[src/rtl/nlynx_snapshot_sequencer.sv]
`default_nettype none
// ============================================================================
// Module      : nlynx_snapshot_sequencer
// Description : Snapshots NLYNX performance counters and overflow flags on each
//               end-of-period rising edge. Streams them out as one AXI4-Stream
//               frame: a header beat, N counter beats and an optional checksum
//               beat.
//               Optional feature macro: NLYNX_CHECKSUM_EN appends an XOR
//               checksum beat to the frame.
// Revision    : 1.0 - initial release
// ============================================================================
module nlynx_snapshot_sequencer #(
    parameter int NLYNX_METRICS       = 13,
    parameter int NLYNX_COUNTER_WIDTH = 32,
    parameter int SEQ_WIDTH           = 16
) (
    input  logic                                         clk_i,
    input  logic                                         rst_ni,
    input  logic                                         en_i,
    input  logic                                         eop_i,
    input  logic [NLYNX_METRICS-1:0]                     overflow_i,
    input  logic [NLYNX_METRICS*NLYNX_COUNTER_WIDTH-1:0] cnt_i,
    output logic [NLYNX_COUNTER_WIDTH-1:0]               m_tdata_o,
    output logic                                         m_tvalid_o,
    input  logic                                         m_tready_i,
    output logic                                         m_tlast_o,
    output logic                                         busy_o,
    output logic [SEQ_WIDTH-1:0]                         seq_o,
    output logic [15:0]                                  drop_cnt_o
);

    localparam int                W        = NLYNX_COUNTER_WIDTH;
    localparam int                IDX_W    = (NLYNX_METRICS > 1) ? $clog2(NLYNX_METRICS) : 1;
    localparam logic [IDX_W-1:0]  LAST_IDX = IDX_W'(NLYNX_METRICS - 1);
`ifdef NLYNX_CHECKSUM_EN
    localparam logic              HAS_CSUM = 1'b1;
`else
    localparam logic              HAS_CSUM = 1'b0;
`endif

`ifdef NLYNX_CHECKSUM_EN
    typedef enum logic [1:0] {
        S_IDLE = 2'd0,
        S_HDR  = 2'd1,
        S_DATA = 2'd2,
        S_CSUM = 2'd3
    } state_t;
`else
    typedef enum logic [1:0] {
        S_IDLE = 2'd0,
        S_HDR  = 2'd1,
        S_DATA = 2'd2
    } state_t;
`endif

    // Header layout: sequence number in [31:16], overflow flags in [15:0].
    function automatic logic [W-1:0] f_header(input logic [SEQ_WIDTH-1:0]     seq,
                                              input logic [NLYNX_METRICS-1:0] ovf);
        logic [W-1:0] hdr;
        hdr        = '0;
        hdr[31:16] = 16'(seq);
        hdr[15:0]  = 16'(ovf);
        return hdr;
    endfunction

    state_t                  r_state;
    logic [IDX_W-1:0]        r_idx;
    logic                    r_tvalid;
    logic                    r_tlast;
    logic [W-1:0]            r_tdata;
    logic [SEQ_WIDTH-1:0]    r_seq;
    logic [15:0]             r_drop;
    logic                    r_eop_q;
    logic [W-1:0]            r_cnt [NLYNX_METRICS];
    logic [NLYNX_METRICS-1:0] r_ovf;

    logic                    w_rise;
    logic                    w_accept;
    logic                    w_drop;
    logic                    w_hs;
    logic [SEQ_WIDTH-1:0]    w_seq_nxt;
    logic [IDX_W-1:0]        w_idx_nxt;

    assign w_rise    = eop_i & ~r_eop_q;
    assign w_accept  = w_rise & en_i & (r_state == S_IDLE);
    assign w_drop    = w_rise & en_i & (r_state != S_IDLE);
    assign w_hs      = r_tvalid & m_tready_i;
    assign w_seq_nxt = r_seq + 1'b1;
    assign w_idx_nxt = r_idx + 1'b1;

`ifdef NLYNX_CHECKSUM_EN
    // Checksum is built only from shadow state, so it cannot move mid-frame.
    logic [W-1:0] w_csum;
    always_comb begin
        w_csum = f_header(r_seq, r_ovf);
        for (int k = 0; k < NLYNX_METRICS; k++) begin
            w_csum = w_csum ^ r_cnt[k];
        end
    end
`endif

    // Delay EOP by one cycle for rising-edge detection.
    always_ff @(posedge clk_i or negedge rst_ni) begin
        if (!rst_ni) begin
            r_eop_q <= 1'b0;
        end else begin
            r_eop_q <= eop_i;
        end
    end

    // Shadow copy of counters and overflow flags taken on an accepted edge.
    always_ff @(posedge clk_i or negedge rst_ni) begin
        if (!rst_ni) begin
            r_ovf <= '0;
            for (int k = 0; k < NLYNX_METRICS; k++) begin
                r_cnt[k] <= '0;
            end
        end else if (w_accept) begin
            r_ovf <= overflow_i;
            for (int k = 0; k < NLYNX_METRICS; k++) begin
                r_cnt[k] <= cnt_i[k*W +: W];
            end
        end
    end

    // Count EOP edges that arrive while a frame is still in flight (saturating).
    always_ff @(posedge clk_i or negedge rst_ni) begin
        if (!rst_ni) begin
            r_drop <= 16'd0;
        end else if (w_drop && (r_drop != 16'hFFFF)) begin
            r_drop <= r_drop + 16'd1;
        end
    end

    // Frame sequencer; every stream output is registered and only advances on a handshake.
    always_ff @(posedge clk_i or negedge rst_ni) begin
        if (!rst_ni) begin
            r_state  <= S_IDLE;
            r_idx    <= '0;
            r_tvalid <= 1'b0;
            r_tlast  <= 1'b0;
            r_tdata  <= '0;
            r_seq    <= '0;
        end else begin
            case (r_state)
                S_IDLE: begin
                    if (w_accept) begin
                        r_state  <= S_HDR;
                        r_seq    <= w_seq_nxt;
                        r_tvalid <= 1'b1;
                        r_tlast  <= 1'b0;
                        r_tdata  <= f_header(w_seq_nxt, overflow_i);
                    end
                end
                S_HDR: begin
                    if (w_hs) begin
                        r_state <= S_DATA;
                        r_idx   <= '0;
                        r_tdata <= r_cnt[0];
                        r_tlast <= ~HAS_CSUM & (LAST_IDX == '0);
                    end
                end
                S_DATA: begin
                    if (w_hs) begin
                        if (r_idx != LAST_IDX) begin
                            r_idx   <= w_idx_nxt;
                            r_tdata <= r_cnt[w_idx_nxt];
                            r_tlast <= ~HAS_CSUM & (w_idx_nxt == LAST_IDX);
                        end else begin
`ifdef NLYNX_CHECKSUM_EN
                            r_state <= S_CSUM;
                            r_tdata <= w_csum;
                            r_tlast <= 1'b1;
`else
                            r_state  <= S_IDLE;
                            r_tvalid <= 1'b0;
                            r_tlast  <= 1'b0;
                            r_tdata  <= '0;
`endif
                        end
                    end
                end
`ifdef NLYNX_CHECKSUM_EN
                S_CSUM: begin
                    if (w_hs) begin
                        r_state  <= S_IDLE;
                        r_tvalid <= 1'b0;
                        r_tlast  <= 1'b0;
                        r_tdata  <= '0;
                    end
                end
`endif
                default: begin
                    r_state  <= S_IDLE;
                    r_tvalid <= 1'b0;
                    r_tlast  <= 1'b0;
                    r_tdata  <= '0;
                end
            endcase
        end
    end

    assign m_tdata_o  = r_tdata;
    assign m_tvalid_o = r_tvalid;
    assign m_tlast_o  = r_tlast;
    assign busy_o     = (r_state != S_IDLE);
    assign seq_o      = r_seq;
    assign drop_cnt_o = r_drop;

endmodule
`default_nettype wire

[config.mk]
export PLATFORM = sky130hd
export DESIGN_NAME = nlynx_snapshot_sequencer
export DESIGN_NICKNAME = d
export VERILOG_FILES = /design/src/rtl/nlynx_snapshot_sequencer.sv
export SDC_FILE = /design/constraint.sdc
export NUM_CORES = 1
export LEC_CHECK = 0
export BUFFER_PORTS_ARGS = -buffer_cell sky130_fd_sc_hd__buf_4
export CAP_MARGIN = 30
export CORE_MARGIN = 2
export CORE_UTILIZATION = 61
export CTS_BUF_LIST = sky130_fd_sc_hd__clkbuf_8
export CTS_CLUSTER_DIAMETER = 40
export DETAILED_ROUTE_END_ITERATION = 10
export PLACE_DENSITY_LB_ADDON = 0.3
export SYNTH_ARGS = -nofsm -noshare
export SYNTH_HDL_FRONTEND = slang
export SYNTH_SLANG_ARGS = --single-unit
[constraint.sdc]
create_clock -name clk_i -period 4.9 [get_ports clk_i]
set_input_delay 0.735 -clock clk_i [delete_from_list [all_inputs] [get_ports clk_i]]
set_output_delay 0.735 -clock clk_i [all_outputs]
set_load 0.02 [all_outputs]
# ---- Word-level counts from Yosys, hierarchy flattened
# Index checks and enable logic that the tools add are counted.
dict set report word_totals {
  output_inout_bits 67
  reg_bits 489
}
dict set report classes {
  bitwise_logic 8
  mux 26
  n_eq_ne 10
  addsub 3
  n_reduce_logical 9
  order_cmp 1
}
# op count
set ops {}
lappend ops {{two-way mux 32 bit} 6}
lappend ops {{binary-select mux 32 bit (select 4 bit)} 1}
lappend ops {{one-hot mux 32 bit (3 select lines)} 1}
lappend ops {{adder 16 x 1 -> 16 bit (second input constant)} 2}
lappend ops {{inequality test 16 bit (second input constant)} 1}
lappend ops {{two-way mux 4 bit} 3}
lappend ops {{AND reduction 4 bit} 3}
lappend ops {{inequality test 2 bit (second input constant)} 5}
lappend ops {{two-way mux 2 bit} 4}
lappend ops {{one-hot mux 4 bit (2 select lines)} 1}
lappend ops {{two-way mux 1 bit} 7}
lappend ops {{one-hot mux 1 bit (3 select lines)} 2}
lappend ops {{one-hot mux 2 bit (3 select lines)} 1}
lappend ops {{AND 1 bit} 5}
lappend ops {{greater-or-equal comparator 5 bit (second input constant)} 1}
lappend ops {{NOT 4 -> 5 bit} 1}
lappend ops {{adder 4 x 1 -> 4 bit (second input constant)} 1}
lappend ops {{equality test 4 bit (second input constant)} 1}
lappend ops {{inequality test 4 bit (second input constant)} 1}
lappend ops {{nonzero test 2 bit} 2}
lappend ops {{AND reduction 3 bit} 1}
lappend ops {{equality test 2 x 1 -> 1 bit (second input constant)} 1}
lappend ops {{equality test 2 bit (second input constant)} 1}
lappend ops {{logical NOT 2 bit} 1}
lappend ops {{3 further kinds} 4}

# ---- Depth between registers and ports, before layout
dict set report logic_depth {
  depth_word 8
  mapped_depth 11
  depth_no_buf 6
}

# ---- Worst setup path before layout
# Ideal clock, no wire load.
dict set report synth_path {
  path_kind {register to register}
  start {reg r_idx[0]}
  end {reg r_tdata[28], in the netlist m_tdata_o[28]}
  arrival_ps 2617
  synth_period_minus_slack_ps 2759
  setup_ps 142
  path_slack_ps 2141
  path_stages_with_launch 12
  path_cell_list {dfrtp_1 buf_6 buf_4 inv_1 ha_1 buf_2 buf_2 clkbuf_1 mux4_2 and2_1 a221oi_1 o221ai_1}
}
dict set report synth_between {
  elab_chain_len 8
  elab_cells_between_ends 9
  cone_classes {1 x add/sub; 1 x eq/ne; 6 x mux; 1 x bitwise}
}
# item line
set synth_lines {}
lappend synth_lines {{start, declared} 67} ;# logic [IDX_W-1:0] r_idx;
lappend synth_lines {{start signal, assigned} 166} ;# r_idx <= w_idx_nxt;
lappend synth_lines {{adder 4 x 1 -> 4 bit} 89} ;# assign w_idx_nxt = r_idx + 1'b1;
lappend synth_lines {{NOT 4 -> 5 bit (not written as such)} 167} ;# r_tdata <= r_cnt[w_idx_nxt];
lappend synth_lines {{binary-select mux 32 bit (select 4 bit)} 167}
lappend synth_lines {{two-way mux 32 bit (not written as such) (2 in a row)} 167}
lappend synth_lines {{two-way mux 32 bit (*)} 165} ;# if (r_idx != LAST_IDX) begin
lappend synth_lines {{two-way mux 32 bit (*)} 164} ;# if (w_hs) begin
lappend synth_lines {{one-hot mux 32 bit (3 select lines) (*)} 145} ;# case (r_state)
lappend synth_lines {{end signal, assigned} 152} ;# r_tdata <= f_header(w_seq_nxt, overflow_i);
lappend synth_lines {{end signal, assigned} 159} ;# r_tdata <= r_cnt[0];
lappend synth_lines {{end signal, assigned} 167}
lappend synth_lines {{end, declared} 70} ;# logic [W-1:0] r_tdata;
# Mark *: on every way between the ends. The rest lies on a longest branch, timed or not. The select of a mux whose other input is x is not followed.
# A chain may end at the register's enable or synchronous reset.

# ---- Worst setup path in the final report
dict set report layout_path {
  start {reg r_state[0]}
  end {reg r_cnt[17] in the netlist's numbering}
}
dict set report layout_between {
  elab_chain_len 2
}
# item line
set layout_lines {}
lappend layout_lines {{start, declared} 66} ;# state_t r_state;
lappend layout_lines {{start signal, assigned} 138} ;# r_state <= S_IDLE;
lappend layout_lines {{start signal, assigned} 148} ;# r_state <= S_HDR;
lappend layout_lines {{start signal, assigned} 157} ;# r_state <= S_DATA;
lappend layout_lines {{logical NOT 2 bit} 85} ;# assign w_accept = w_rise & en_i & (r_state == S_IDLE);
lappend layout_lines {{AND 1 bit} 85}
lappend layout_lines {{end signal, assigned by index} 121} ;# r_cnt[k] <= cnt_i[k*W +: W];
lappend layout_lines {{end, declared} 74} ;# logic [W-1:0] r_cnt [NLYNX_METRICS];
# Every way passes these cells.

==> results.sh <==
export IMPL_outcome="completed"
export IMPL_rows=70
export IMPL_path_class="flip-flop to flip-flop"
export IMPL_cts_buffer_depth=3
export IMPL_drc_errors=0
export IMPL_drive_above_1_share=0.276
export IMPL_drv_slew=0
export IMPL_dp_cells=3265
export IMPL_yosysUniqueCellTypes=55
export IMPL_firstDrtPassIters=9
export IMPL_rsz0062_at_grt="no"
export IMPL_ios=501
export IMPL_r2r_start="r_state[0]$_DFFE_PN0P_"
export IMPL_finalSetupViolCount=0
export IMPL_final_cell_mix="nand2_1 (1,329), buf_4 (511), dfrtp_1 (487), clkbuf_8 (101), mux4_2 (96)"
export IMPL_p_per_area_nw_per_um2=601
export IMPL_cts_tree="yes"
export IMPL_htreeDepth=3
export IMPL_ys_ff_latch=489
export IMPL_routed_wl_met2_um=35100
export IMPL_total_power_mw=17.3
export IMPL_maxCapViolCount=0
export IMPL_arrival_ns=4.08
export IMPL_hp_class="input port to async pin"
export IMPL_clkLatencyLatePin_ns=0.67
export IMPL_grt_usage=0.409
export IMPL_slew_limit_headroom=0.357
export IMPL_clock_sinks=489
export IMPL_rr_endpoint="r_cnt[17]$_DFFE_PN0P_"
export IMPL_cts_hold_buf=0
export IMPL_crit_path_end_kind="flip-flop"
export IMPL_via_per_inst=6.01
export IMPL_area_growth_pct=25.7
export IMPL_skew_ns=0.0372
export IMPL_final_cells=3431
export IMPL_wl_met3_um=9200
export IMPL_fmax_mhz=287
export IMPL_cts_buffers=83
export IMPL_synthDominantCellAreaShare=0.534
export IMPL_routed_top_layer="met5"
export IMPL_post_cts_buffers=0
export IMPL_n_fill_cell=2430
export IMPL_finalCriticalPeriod_ns=3.49
export IMPL_vdd_drop_max_mv=0.479
export IMPL_synth_ff_type="dfrtp_1"
export IMPL_portBuffers=500
export IMPL_place_area_um2=27000
export IMPL_initial_core_util=0.623
export IMPL_ys_seq_area_frac=0.534
export IMPL_yosys_warnings=0
export IMPL_wire_per_inst_um=22.8
export IMPL_rrSetupSlack_ns=1.41
export IMPL_synth_area_um2=22900
export IMPL_ant_nets=0
export IMPL_hpwl_um=56400
export IMPL_tightest_slew_ns=0.965
export IMPL_start_kind="flip-flop"
export IMPL_r2r_cells=6
export IMPL_die_area_um2=39100
export IMPL_mostFrequentLayoutCell="nand2_1"
export IMPL_fin_crit_sh=0.712
export IMPL_clockRootBuffer="clkbuf_8"
export IMPL_ctsResizeCount=0
export IMPL_setup_ws_ns=1.41
export IMPL_first_global_vias=20300
export IMPL_grt_first_pass_wirelength_um=119000
export IMPL_multiInputGateArea_um2=10000
export IMPL_m1WireLength_um=27900
export IMPL_grt_max_degree=202
export IMPL_register_area_um2=12200
export IMPL_yosysTopAreaCell="dfrtp_1"
export IMPL_postLayoutCoreUtil=0.783
export IMPL_antenna_found_initial=18
export IMPL_drtIter0Drc=2070
export IMPL_via_count=20600
export IMPL_clk_pin_slew_ns=0.06
export IMPL_fin_area_um2=28800
export IMPL_dp_slack_ns=1.57
export IMPL_hold_violations=0
export IMPL_tns_ns=0
export IMPL_crit_fanout=139
export IMPL_power_leakage_nw=15.1
export IMPL_routed_wl_um=78200
export IMPL_async_flop_share=1.00
export IMPL_synth_area_top_cells="dfrtp_1 (53%), nand2_1 (22%), mux4_2 (9.4%), mux2_2 (1.6%), clkbuf_1 (1.3%)"
export IMPL_die_y_um=198
export IMPL_syn_area_per_cell_um2=9.45
export IMPL_grt_overflow=0
export IMPL_nets=3321
export IMPL_whs_ns=0.0749
export IMPL_synth_edf_count=0
export IMPL_die_w_um=198
export IMPL_synth_nets=2862
export IMPL_synth_cells=2423
export IMPL_place_gp_congestion=1.02
export IMPL_required_ns=5.49
export IMPL_core_area_um2=36800
routing by layer:
layer / vias up / track usage
met3: 317 / 0.108
met5: - / 0
met2: 1473 / 0.605
met4: 2 / 0.277
met1: 9927 / 0.536
li1: 8891 / -
logic make-up after synthesis:
family	synth area share
simple gates	0.244
flops	0.534
buf+inv	0.0312
mux	0.120
compound gates	0.0515
xor+xnor	0.0164
fa+ha+maj	0.00273
report_power, final:
part           switching [mW]  internal (mW)  leakage (nW)
Combinational            3.57           3.04          7.76
Sequential               1.31           5.60          6.41
Clock                    1.73           2.04         0.969
Total                    6.62           10.7          15.1
worst max-delay path by stage:
stage	startpoint	end	slack [ns]	depth (start not counted)
final	r_state[0]$_DFFE_PN0P_	r_cnt[17]$_DFFE_PN0P_	1.41	6
after global routing	r_state[0]$_DFFE_PN0P_	r_cnt[17]$_DFFE_PN0P_	1.30	6
after CTS	r_state[0]$_DFFE_PN0P_	busy_o	1.47	3
after detailed placement	r_state[0]$_DFFE_PN0P_	r_cnt[17]$_DFFE_PN0P_	1.57	6
after global placement	r_state[0]$_DFFE_PN0P_	r_cnt[17]$_DFFE_PN0P_	1.67	6
after floorplan	r_idx[0]$_DFFE_PN0P_	m_tdata_o[28]$_DFFE_PN0P_	2.14	11
critical path, stage by stage (launching register included):
cell	delay (ns)
dfrtp_2	0.69
nor2_1	0.80
inv_1	0.32
nor2_4	0.53
buf_12	0.48
nand2_1	0.34
nand2_1	0.12
state kept, by name, summed over array words and instances, names as in the netlist:
name / flops
drop_cnt_o: 16
m_tvalid_o: 1
seq_o: 16
r_state: 2
r_cnt: 416
m_tdata_o: 32
r_eop_q: 1
r_idx: 4
m_tlast_o: 1
synth_stat cells, drive strengths merged (2+ instances only):
| library cell | number |
|---|---|
| xnor2 | 29 |
| nand2b | 5 |
| a32oi | 4 |
| a222oi | 7 |
| o22ai | 4 |
| nand2 | 1330 |
| mux2 | 33 |
| and4 | 5 |
| and3b | 2 |
| a211oi | 2 |
| a22o | 2 |
| nor4 | 2 |
| and3 | 4 |
| mux4 | 96 |
| a221oi | 24 |
| a22oi | 5 |
| o221ai | 27 |
| dfrtp | 489 |
| inv | 6 |
| nand4 | 9 |
| nor3 | 4 |
| nand3 | 14 |
| and2 | 29 |
| o21ai | 36 |
| a41oi | 2 |
| mux2i | 21 |
| a21oi | 7 |
| nor2 | 22 |
| nand3b | 2 |
| ha | 5 |
| buf | 73 |
| clkbuf | 80 |
| o211ai | 5 |
| a31oi | 11 |
| xor2 | 13 |
area by class of cell:
class / count / share of cell area
multi-input cells: 1774 / 0.348
clock buffers: 101 / 0.0483
well taps: 468 / 0.0203
flip-flops and latches: 489 / 0.425
diodes: 16 / 0.00139
repair buffers: 527 / 0.144
inverters: 7 / 0.000913
clock inverters: 49 / 0.0115
Power figures use the tool's default switching activity.
